--- src/rtl/tone_sequencer_if.sv ---
// Valid/ready stream carrying the tone frequency from the sequencer to the wavetable.
interface Axis_If #(
  parameter int unsigned DATA_W = 24
) ();
  logic              valid;
  logic              ready;
  logic [DATA_W-1:0] data;

  modport Master (output valid, output data, input ready);
  modport Slave  (input valid, input data, output ready);
endinterface

--- src/rtl/tone_sequencer.sv ---
// Plays a programmed list of {frequency, duration} steps to a wavetable,
// with optional looping, abort and a closing silence transfer.
module tone_sequencer #(
  parameter int unsigned F_SAMPLE = 48_000,
  parameter int unsigned F_CLOCK  = 100_000_000,
  parameter int unsigned DEPTH    = 16,
  localparam int unsigned AW      = $clog2(DEPTH)
) (
  input  logic          clk,
  input  logic          reset_n,
  Axis_If.Master        freq,
  input  logic          wr_en,
  input  logic [AW-1:0] wr_addr,
  input  logic [23:0]   wr_freq,
  input  logic [15:0]   wr_dur,
  input  logic          start,
  input  logic          stop,
  input  logic          loop_en,
  output logic          busy,
  output logic [AW-1:0] step_idx,
  output logic          done
);

  localparam int unsigned FW    = 24;
  localparam int unsigned DW    = 16;
  localparam int unsigned EW    = FW + DW;
  localparam int unsigned DIV   = F_CLOCK / F_SAMPLE;
  localparam int unsigned DIV_W = (DIV > 1) ? $clog2(DIV) : 1;
  localparam logic [DIV_W-1:0] DIV_LAST = DIV_W'(DIV - 1);
  localparam logic [AW-1:0]    STEP_LAST = AW'(DEPTH - 1);

  localparam logic [2:0] S_IDLE    = 3'd0;
  localparam logic [2:0] S_LOAD    = 3'd1;
  localparam logic [2:0] S_SEND    = 3'd2;
  localparam logic [2:0] S_HOLD    = 3'd3;
  localparam logic [2:0] S_SILENCE = 3'd4;

  logic [EW-1:0]    prog_mem [DEPTH];
  logic [EW-1:0]    entry;
  logic [FW-1:0]    entry_freq;
  logic [DW-1:0]    entry_dur;

  logic [2:0]       state_q, state_d;
  logic [AW-1:0]    step_q, step_d;
  logic [FW-1:0]    freq_lat_q, freq_lat_d;
  logic [DW-1:0]    dur_lat_q, dur_lat_d;
  logic [DIV_W-1:0] div_cnt_q, div_cnt_d;
  logic [DW-1:0]    smp_cnt_q, smp_cnt_d;
  logic             valid_q, valid_d;
  logic [FW-1:0]    data_q, data_d;
  logic             busy_q, busy_d;
  logic             done_q, done_d;
  logic             start_q;
  logic             hold_last;

  // Program store; writable at any time, playback works from latched copies.
  always_ff @(posedge clk or negedge reset_n) begin
    if (!reset_n) begin
      for (int unsigned i = 0; i < DEPTH; i++) begin
        prog_mem[i] <= '0;
      end
    end else if (wr_en) begin
      prog_mem[wr_addr] <= {wr_freq, wr_dur};
    end
  end

  assign entry      = prog_mem[step_q];
  assign entry_freq = entry[EW-1:DW];
  assign entry_dur  = entry[DW-1:0];

  // Divider counts clocks per sample, sample counter counts sample periods.
  assign hold_last = (div_cnt_q == DIV_LAST) && (smp_cnt_q == (dur_lat_q - DW'(1)));

  always_comb begin
    state_d    = state_q;
    step_d     = step_q;
    freq_lat_d = freq_lat_q;
    dur_lat_d  = dur_lat_q;
    div_cnt_d  = div_cnt_q;
    smp_cnt_d  = smp_cnt_q;
    done_d     = 1'b0;

    unique case (state_q)
      S_IDLE: begin
        if (start_q) begin
          state_d = S_LOAD;
          step_d  = '0;
        end
      end
      S_LOAD: begin
        if (stop || (entry_dur == '0)) begin
          state_d = S_SILENCE;
        end else begin
          freq_lat_d = entry_freq;
          dur_lat_d  = entry_dur;
          state_d    = S_SEND;
        end
      end
      S_SEND: begin
        if (stop) begin
          state_d = S_SILENCE;
        end else if (freq.ready) begin
          state_d   = S_HOLD;
          div_cnt_d = '0;
          smp_cnt_d = '0;
        end
      end
      S_HOLD: begin
        if (stop) begin
          state_d = S_SILENCE;
        end else if (hold_last) begin
          if (step_q != STEP_LAST) begin
            step_d  = step_q + AW'(1);
            state_d = S_LOAD;
          end else if (loop_en) begin
            step_d  = '0;
            state_d = S_LOAD;
          end else begin
            state_d = S_SILENCE;
          end
        end else if (div_cnt_q == DIV_LAST) begin
          div_cnt_d = '0;
          smp_cnt_d = smp_cnt_q + DW'(1);
        end else begin
          div_cnt_d = div_cnt_q + DIV_W'(1);
        end
      end
      S_SILENCE: begin
        if (freq.ready) begin
          state_d = S_IDLE;
          step_d  = '0;
          done_d  = 1'b1;
        end
      end
      default: state_d = S_IDLE;
    endcase

    // Bus outputs follow the next state so they are registered with it.
    valid_d = (state_d == S_SEND) || (state_d == S_SILENCE);
    data_d  = (state_d == S_SEND) ? freq_lat_d : '0;
    busy_d  = (state_d != S_IDLE);
  end

  always_ff @(posedge clk or negedge reset_n) begin
    if (!reset_n) begin
      state_q    <= S_IDLE;
      step_q     <= '0;
      freq_lat_q <= '0;
      dur_lat_q  <= '0;
      div_cnt_q  <= '0;
      smp_cnt_q  <= '0;
      valid_q    <= 1'b0;
      data_q     <= '0;
      busy_q     <= 1'b0;
      done_q     <= 1'b0;
      start_q    <= 1'b0;
    end else begin
      state_q    <= state_d;
      step_q     <= step_d;
      freq_lat_q <= freq_lat_d;
      dur_lat_q  <= dur_lat_d;
      div_cnt_q  <= div_cnt_d;
      smp_cnt_q  <= smp_cnt_d;
      valid_q    <= valid_d;
      data_q     <= data_d;
      busy_q     <= busy_d;
      done_q     <= done_d;
      start_q    <= start;
    end
  end

  assign freq.valid = valid_q;
  assign freq.data  = data_q;
  assign busy       = busy_q;
  assign step_idx   = step_q;
  assign done       = done_q;

endmodule

--- src/flat_wrapper.sv ---
// flat-port wrapper written by rule: the top's interface ports become plain ports
module tone_sequencer_flat 
#(
  parameter int unsigned F_SAMPLE = 48_000,
  parameter int unsigned F_CLOCK  = 100_000_000,
  parameter int unsigned DEPTH    = 16,
  localparam int unsigned AW      = $clog2(DEPTH)
)
  (clk, reset_n, wr_en, wr_addr, wr_freq, wr_dur, start, stop, loop_en, busy, step_idx, done, freq_valid, freq_data, freq_ready);
  Axis_If #(.DATA_W(24)) freq_i ();
  input  logic clk;
  input  logic reset_n;
  input  logic wr_en;
  input  logic [AW-1:0] wr_addr;
  input  logic [23:0] wr_freq;
  input  logic [15:0] wr_dur;
  input  logic start;
  input  logic stop;
  input  logic loop_en;
  output logic busy;
  output logic [AW-1:0] step_idx;
  output logic done;
  output wire logic [$bits(freq_i.valid)-1:0] freq_valid;
  output wire logic [$bits(freq_i.data)-1:0] freq_data;
  input wire logic [$bits(freq_i.ready)-1:0] freq_ready;
  assign freq_valid = freq_i.valid;
  assign freq_data = freq_i.data;
  assign freq_i.ready = freq_ready;
  tone_sequencer #(.F_SAMPLE(F_SAMPLE), .F_CLOCK(F_CLOCK), .DEPTH(DEPTH)) u_core (.clk(clk), .reset_n(reset_n), .freq(freq_i), .wr_en(wr_en), .wr_addr(wr_addr), .wr_freq(wr_freq), .wr_dur(wr_dur), .start(start), .stop(stop), .loop_en(loop_en), .busy(busy), .step_idx(step_idx), .done(done));
endmodule
--- config.mk ---
export PLATFORM = sky130hd
export DESIGN_NAME = tone_sequencer_flat
export DESIGN_NICKNAME = d
export VERILOG_FILES = /design/src/rtl/tone_sequencer_if.sv /design/src/rtl/tone_sequencer.sv /design/src/flat_wrapper.sv
export SDC_FILE = /design/constraint.sdc
export NUM_CORES = 1
export LEC_CHECK = 0
export BUFFER_PORTS_ARGS = -buffer_cell sky130_fd_sc_hd__buf_4
export CORE_MARGIN = 10
export CORE_UTILIZATION = 57
export DETAILED_ROUTE_END_ITERATION = 7
export MAX_ROUTING_LAYER = met4
export PLACE_DENSITY = 0.77
export SYNTH_ARGS = -nofsm -noshare
export SYNTH_HDL_FRONTEND = slang
export SYNTH_SLANG_ARGS = --single-unit
--- constraint.sdc ---
create_clock -name clk -period 3.5 [get_ports clk]
set_input_delay 0.525 -clock clk [delete_from_list [all_inputs] [get_ports clk]]
set_output_delay 0.525 -clock clk [all_outputs]
set_load 0.05 [all_outputs]
== After elaboration in Yosys (flattened, before gate mapping) ==
Index checks and enable logic that the tools add are counted.
Storage, ports and cells
  bits in registers: 743
  input port bits: 51
  output and inout bits: 31
  word-level logic and storage cells: 108
Cells by class
  equality and inequality tests: 18
  $lt $le $gt $ge: 3
  mux-type cells: 40
  $add $sub $neg: 4
  reductions and logical operators: 13
  bitwise operators: 3
Operator list (count)
  640-bit bitwise mux: 1
  40-bit binary-select mux with 4-bit select: 1
  40-bit demux with 4-bit select: 1
  40-bit two-way mux: 3
  16-bit two-way mux: 5
  24-bit two-way mux: 3
  12-bit two-way mux: 5
  16-bit one-hot mux with 2 select lines: 1
  3-bit two-way mux: 9
  4-bit two-way mux: 6
  12-bit one-hot mux with 2 select lines: 1
  16-bit by 1-bit adder with 16-bit output (second input constant): 1
  16-bit == test: 1
  16-bit logical NOT: 1
  16-bit by 1-bit subtractor with 16-bit output (second input constant): 1
  3-bit one-hot mux with 5 select lines: 1
  12-bit by 1-bit adder with 12-bit output (second input constant): 1
  12-bit == test (second input constant): 1
  4-bit one-hot mux with 3 select lines: 1
  6-bit AND reduction: 2
  5-bit greater-or-equal comparator (second input constant): 2
  2-bit != test (second input constant): 5
  4-bit NOT with 5-bit output: 2
  3-bit by 2-bit == test with 1-bit output (second input constant): 3
  other kinds (16): 23

== Longest topological paths before layout ==
  word-level depth: 10
  depth in mapped cells: 14

== Worst setup path before layout ==
No wires, ideal clock.
  path type: register -> register
  start: register u_core.step_q[0] (netlist: u_core.step_idx[0])
  end: register u_core.dur_lat_q[10]
  arrival: 3.485 ns
  cell stages (with the launch flop): 12
  setup time: 0.128 ns
  path buffers: 5
  data required time: 3.372 ns
  path slack: -0.112 ns
  period minus slack after synthesis: 3.612 ns
  path through: dfrtp_1 > clkbuf_1 > buf_2 > buf_2 > mux4_2 > a22oi_1 > nand4_1 > nor4_1 > a21oi_1 > buf_2 > buf_2 > mux2_1
Between the ends
  cells in the longest elaborated chain, start to end: 8
Ends and longest elaborated chain
  start, declared: RTL line tone_sequencer.sv:44  | logic [AW-1:0] step_q, step_d;
  start signal, assigned: RTL line tone_sequencer.sv:159  | step_q <= step_d;
  4-bit NOT with 5-bit output (implied by the code) *: RTL line tone_sequencer.sv:67  | assign entry = prog_mem[step_q];
  40-bit binary-select mux with 4-bit select *: RTL line tone_sequencer.sv:67
  40-bit two-way mux (implied by the code) * (2 in series): RTL line tone_sequencer.sv:67
  16-bit logical NOT: RTL line tone_sequencer.sv:91  | if (stop || (entry_dur == '0)) begin
  1-bit logical OR: RTL line tone_sequencer.sv:91
  1-bit NOT (no source line)
  2-bit AND reduction (no source line)
  end signal, assigned: RTL line tone_sequencer.sv:161  | dur_lat_q <= dur_lat_d;
  end, declared: RTL line tone_sequencer.sv:46  | logic [DW-1:0] dur_lat_q, dur_lat_d;
Every way passes the cells marked *; elsewhere a longest branch is shown, timed or not. The select of a mux whose other input is x is not followed.
A chain may end at the register's enable or synchronous reset.

== Final worst setup path ==
  start: register u_core.dur_lat_q[1]
  end: register u_core.step_q[0] (netlist: u_core.step_idx[0])
Between the ends
  cells in the longest elaborated chain, start to end: 5
Ends and longest elaborated chain
  16-bit by 1-bit subtractor with 16-bit output: RTL line tone_sequencer.sv:72  | assign hold_last = (div_cnt_q == DIV_LAST) && (smp_cnt_q == (dur_lat_q - DW'(1)));
  16-bit == test: RTL line tone_sequencer.sv:72
  1-bit logical AND: RTL line tone_sequencer.sv:72
  2-bit by 1-bit != test with 1-bit output (no source line)
  6-bit AND reduction (no source line)
No other way between the ends.

==> results.md <==
Final layout:
- The total of fill cells in the finished design is 4091.
- The final-stage net count is 2441.
- The final standard cell utilization of the core is 65.3%.
- The post-route non-filler standard cell count is 3218.
- The area added between synthesis and finish is 13.7%.
- The proportion of layout cells with a drive suffix above 1 is 45.0%.

Drt:
- The routed wirelength normalized by instance count is 26.3 µm.
- Dividing the detail-routed via count by the number of cells gives 6.43.
- The total via count in the routed design is 20700.
- The detail route stage leaves a number of antenna-violating nets equal to 0.
- The total iterations of the first detailed-routing run is 5.
- The starting DRC count in detailed routing is 1871.
- The wire length reported by the detailed router is 84600 µm.
- In the routed design, unresolved DRC markers number 0.

Clock tree:
- The library cell used as clock root buffer is clkbuf_16.
- The tree built by TritonCTS fans out to 743 sinks.
- The later-pin clock latency in the skew report is 0.63 ns.
- The clock slew seen by the registers of the worst setup and hold paths is 0.06 ns.
- The number of buffers on the longest clock path is 3.
- The TritonCTS clock tree is done.
- The CTS buffer count is 77.
- The H-tree depth is 3.

Worst setup path:
- The endpoint arrival time on the critical path is 3.89 ns.
- The cell type group with the largest total delay on the critical path is simple AND/OR/NAND/NOR gates.
- Walking the worst path, the cells encountered are inv_1 > ha_2 > or3b_4 > or4_4 > a211oi_4 > o21ai_1 > or4_4 > nor4b_4 > buf_4 > nor3_1 > a31o_1.
- The critical setup path kind is reg2reg.
- The most numerous cell type found on the critical path is or4_4.
- The worst endpoint required time is 3.99 ns.
- The highest net fanout along the worst path is 6.
- For this design, the slowest cell found on the critical path is or4_4.
- The worst setup path is captured at a flip-flop.
- STA classifies the critical path startpoint as a flip-flop.
- In this design, the stage delay of the slowest critical-path cell is 0.54 ns.
- Together, buffers and inverters on the worst path number 2.

Yosys:
- During synthesis, Yosys emitted a total of 0 warnings.
- Sorting the synthesized cells by area gives the leading types as dfrtp_1 55%, mux2_2 21%, mux4_2 8.0%.
- The async set-reset flop share out of synthesis is 100%.
- The number of different library cells in the post-synthesis netlist is 60.
- In this run, synthesis inferred 0 flip-flops with an integrated enable.
- Sequential cells were found to cover 54.9% of the synthesized design area.
- Dividing the synthesized area by the synthesized cell count gives 14.6 µm².
- The synthesized netlist net count is 2380.
- Among all flip-flop cells after synthesis, the most frequent one is dfrtp_1.
- The mapped netlist covers 33900 µm².
- The cell count after synthesis came out at 2324.
- The area share of the largest cell type after synthesis is 54.9%.
- The synthesized design contains 743 register bits.
- The largest area contributor in the netlist is dfrtp_1.

GRT:
- The overall routing resource usage is 24.9%.
- The total overflow left after global routing is 0.
- The initial antenna violation count came to 2.
- The first global-routing pass estimated 133000 µm of wire.
- Entering global routing, the biggest net connects 101 pins.
- The number of global-route vias before repair came to 22400.

Floorplanning:
- The overall die width is 264 µm.
- The initialized floorplan defines 89 standard-cell rows.
- The die covers 69500 µm².
- Pin placement for this block handled 82 I/O pins.
- Once the floorplan was initialized, standard cells occupied 57.5% of the core.
- The core footprint is 58900 µm².
- The floorplan step set the die height to 264 µm.

Place:
- Detailed placement ended at an HPWL of 49800 µm.
- The number of buffers inserted by port buffering is 81.
- Timing analysis after detailed placement gives a worst setup slack of -0.0931 ns.
- The total placed cells including tap cells is 3072.
- At the end of routability-driven placement, the weighted congestion stood at 0.874.

Hold path:
- The class of the tightest hold or removal check is in2reg.

STA:
- The final critical path takes up 97.1% of the cycle.
- The smallest clock period supported by the final layout is computed as 3.40 ns.
- The clock arrives with 0.0346 ns of skew.
- Measured against its own limit, the worst slew margin works out to 36.1%.
- The number of failing setup endpoints in the final timing report is 0.
- Setup repair after global routing left no endpoint under its margin.
- Final hold analysis gives a worst-case slack of 0.239 ns.
- The count of endpoints failing hold in the final timing report is 0.
- Setup slack closes at 0.100 ns.
- Static timing analysis puts the maximum clock frequency at 294 MHz.
- The measured slew at the worst slew-check pin is 0.956 ns.
- The number of max-slew violations in the final report came to 0.

Power:
- The design draws 25.0 mW.
- Dividing total power by cell area gives a power density of 648 nW/µm².
- The total leakage power is 16.3 nW.
- VDD sags by at most 583 µV.

Status:
- The run finished with clean final reports.

Flow run:
- The number of maximum-capacitance constraint violations is 0.
-- final timing paths --
| kind | slack [ns] | start | cells after the start | end |
|---|---|---|---|---|
| max in group asynchronous | 1.84 | reset_n | 3 | u_core.prog_mem[315]$_DFFE_PN0P_ |
| max reg2reg | 0.10 | u_core.dur_lat_q[1]$_DFFE_PN0P_ | 11 | u_core.step_idx[0]$_DFFE_PN0P_ |
| min in group asynchronous | 0.53 | reset_n | 2 | u_core.prog_mem[85]$_DFFE_PN0P_ |
| min | 0.24 | freq_ready | 2 | u_core.done$_DFF_PN0_ |
| min reg2reg | 0.48 | u_core.freq_lat_q[3]$_DFF_PN0_ | 1 | u_core.freq_lat_q[3]$_DFF_PN0_ |
| max | 0.10 | u_core.dur_lat_q[1]$_DFFE_PN0P_ | 11 | u_core.step_idx[0]$_DFFE_PN0P_ |
-- through the flow --
stage	TNS, ns	area (µm²)
6_report	0	38500
4_1_cts	0	38400
3_5_place_dp	-0.898	35800
5_1_grt	0	38500
3_3_place_gp	-0.313	35800
2_1_floorplan	0	33900
-- state kept, by name (all words and copies together) (netlist names), 3 cells and up --
signal and count:
u_core.div_cnt_q 12, u_core.dur_lat_q 16, u_core.freq.data 24, u_core.freq_lat_q 24
u_core.prog_mem 640, u_core.smp_cnt_q 16, u_core.state_q 3, u_core.step_idx 4
-- cell type report --
cell class | count | area, µm² | area share, %
clock buffers | 110 | 2230 | 5.80
well taps | 773 | 967 | 2.51
multi-input cells | 1373 | 14600 | 37.9
inverters | 15 | 56.3 | 0.146
repair buffers | 175 | 1710 | 4.45
flip-flops and latches | 743 | 18600 | 48.3
clock inverters | 27 | 307 | 0.797
diodes | 2 | 5.00 | 0.0130
-- cells by family (layout without fill, tap and decap cells) --
group,after synthesis,in the layout,share of synthesized area [%]
AND/OR/NAND/NOR,258,258,4.36
XOR/XNOR,17,17,0.440
adder cells (fa/ha/maj),5,5,0.185
flip-flops,743,743,54.9
AO/OA/AOI/OAI,190,190,4.04
multiplexers,903,903,33.6
other,0,2,0
buffers and inverters,208,327,2.42
-- per-layer routing --
metal  track usage [%]  vias to the layer above  wire [µm]  share of wire [%]
met5                 -                        -          0                  0
met4              6.10                        0       1770                2.1
met3              4.29                      145       4950                5.9
met2              38.5                      648      40600                 48
met1              34.1                    11100      37300                 44
li1                  -                     8786          -                  -
-- cell usage in the layout (no fill, tap or decap), drive strengths merged, types with 27 or more instances in the layout --
cell	count
dfrtp	743
buf	171
nand2	31
mux4	120
nor3b	27
mux2i	107
o21ai	31
nor2	56
mux2	676
clkbuf	112
-- cell usage after synthesis (21+ instances only) --
master and count:
dfrtp_1 743, mux2_2 646, clkbuf_1 127, mux4_2 120, mux2i_1 107, nor2_1 56
buf_1 40, nand2_1 31, mux2_1 30, nor3b_1 27, o21ai_0 26, buf_2 25
o22ai_1 25, a221o_1 24, a22oi_1 24, a21oi_1 22, o31ai_1 21
-- repair_timing --
action                                  4_1_cts  5_1_grt
gates cloned                                  0        2
endpoints found under the hold margin         6        0
resized for setup                             0       16
hold buffers                                  2        0
endpoints found under the setup margin       24       32
buffers inserted                              3        0
pin swaps                                     0        2
-- report_power, final --
group	switching (mW)	internal, mW
sequential	1.17	10.6
clock	3.40	4.82
combinational	2.25	2.65
Note: power is estimated with default switching activity, not from simulation.
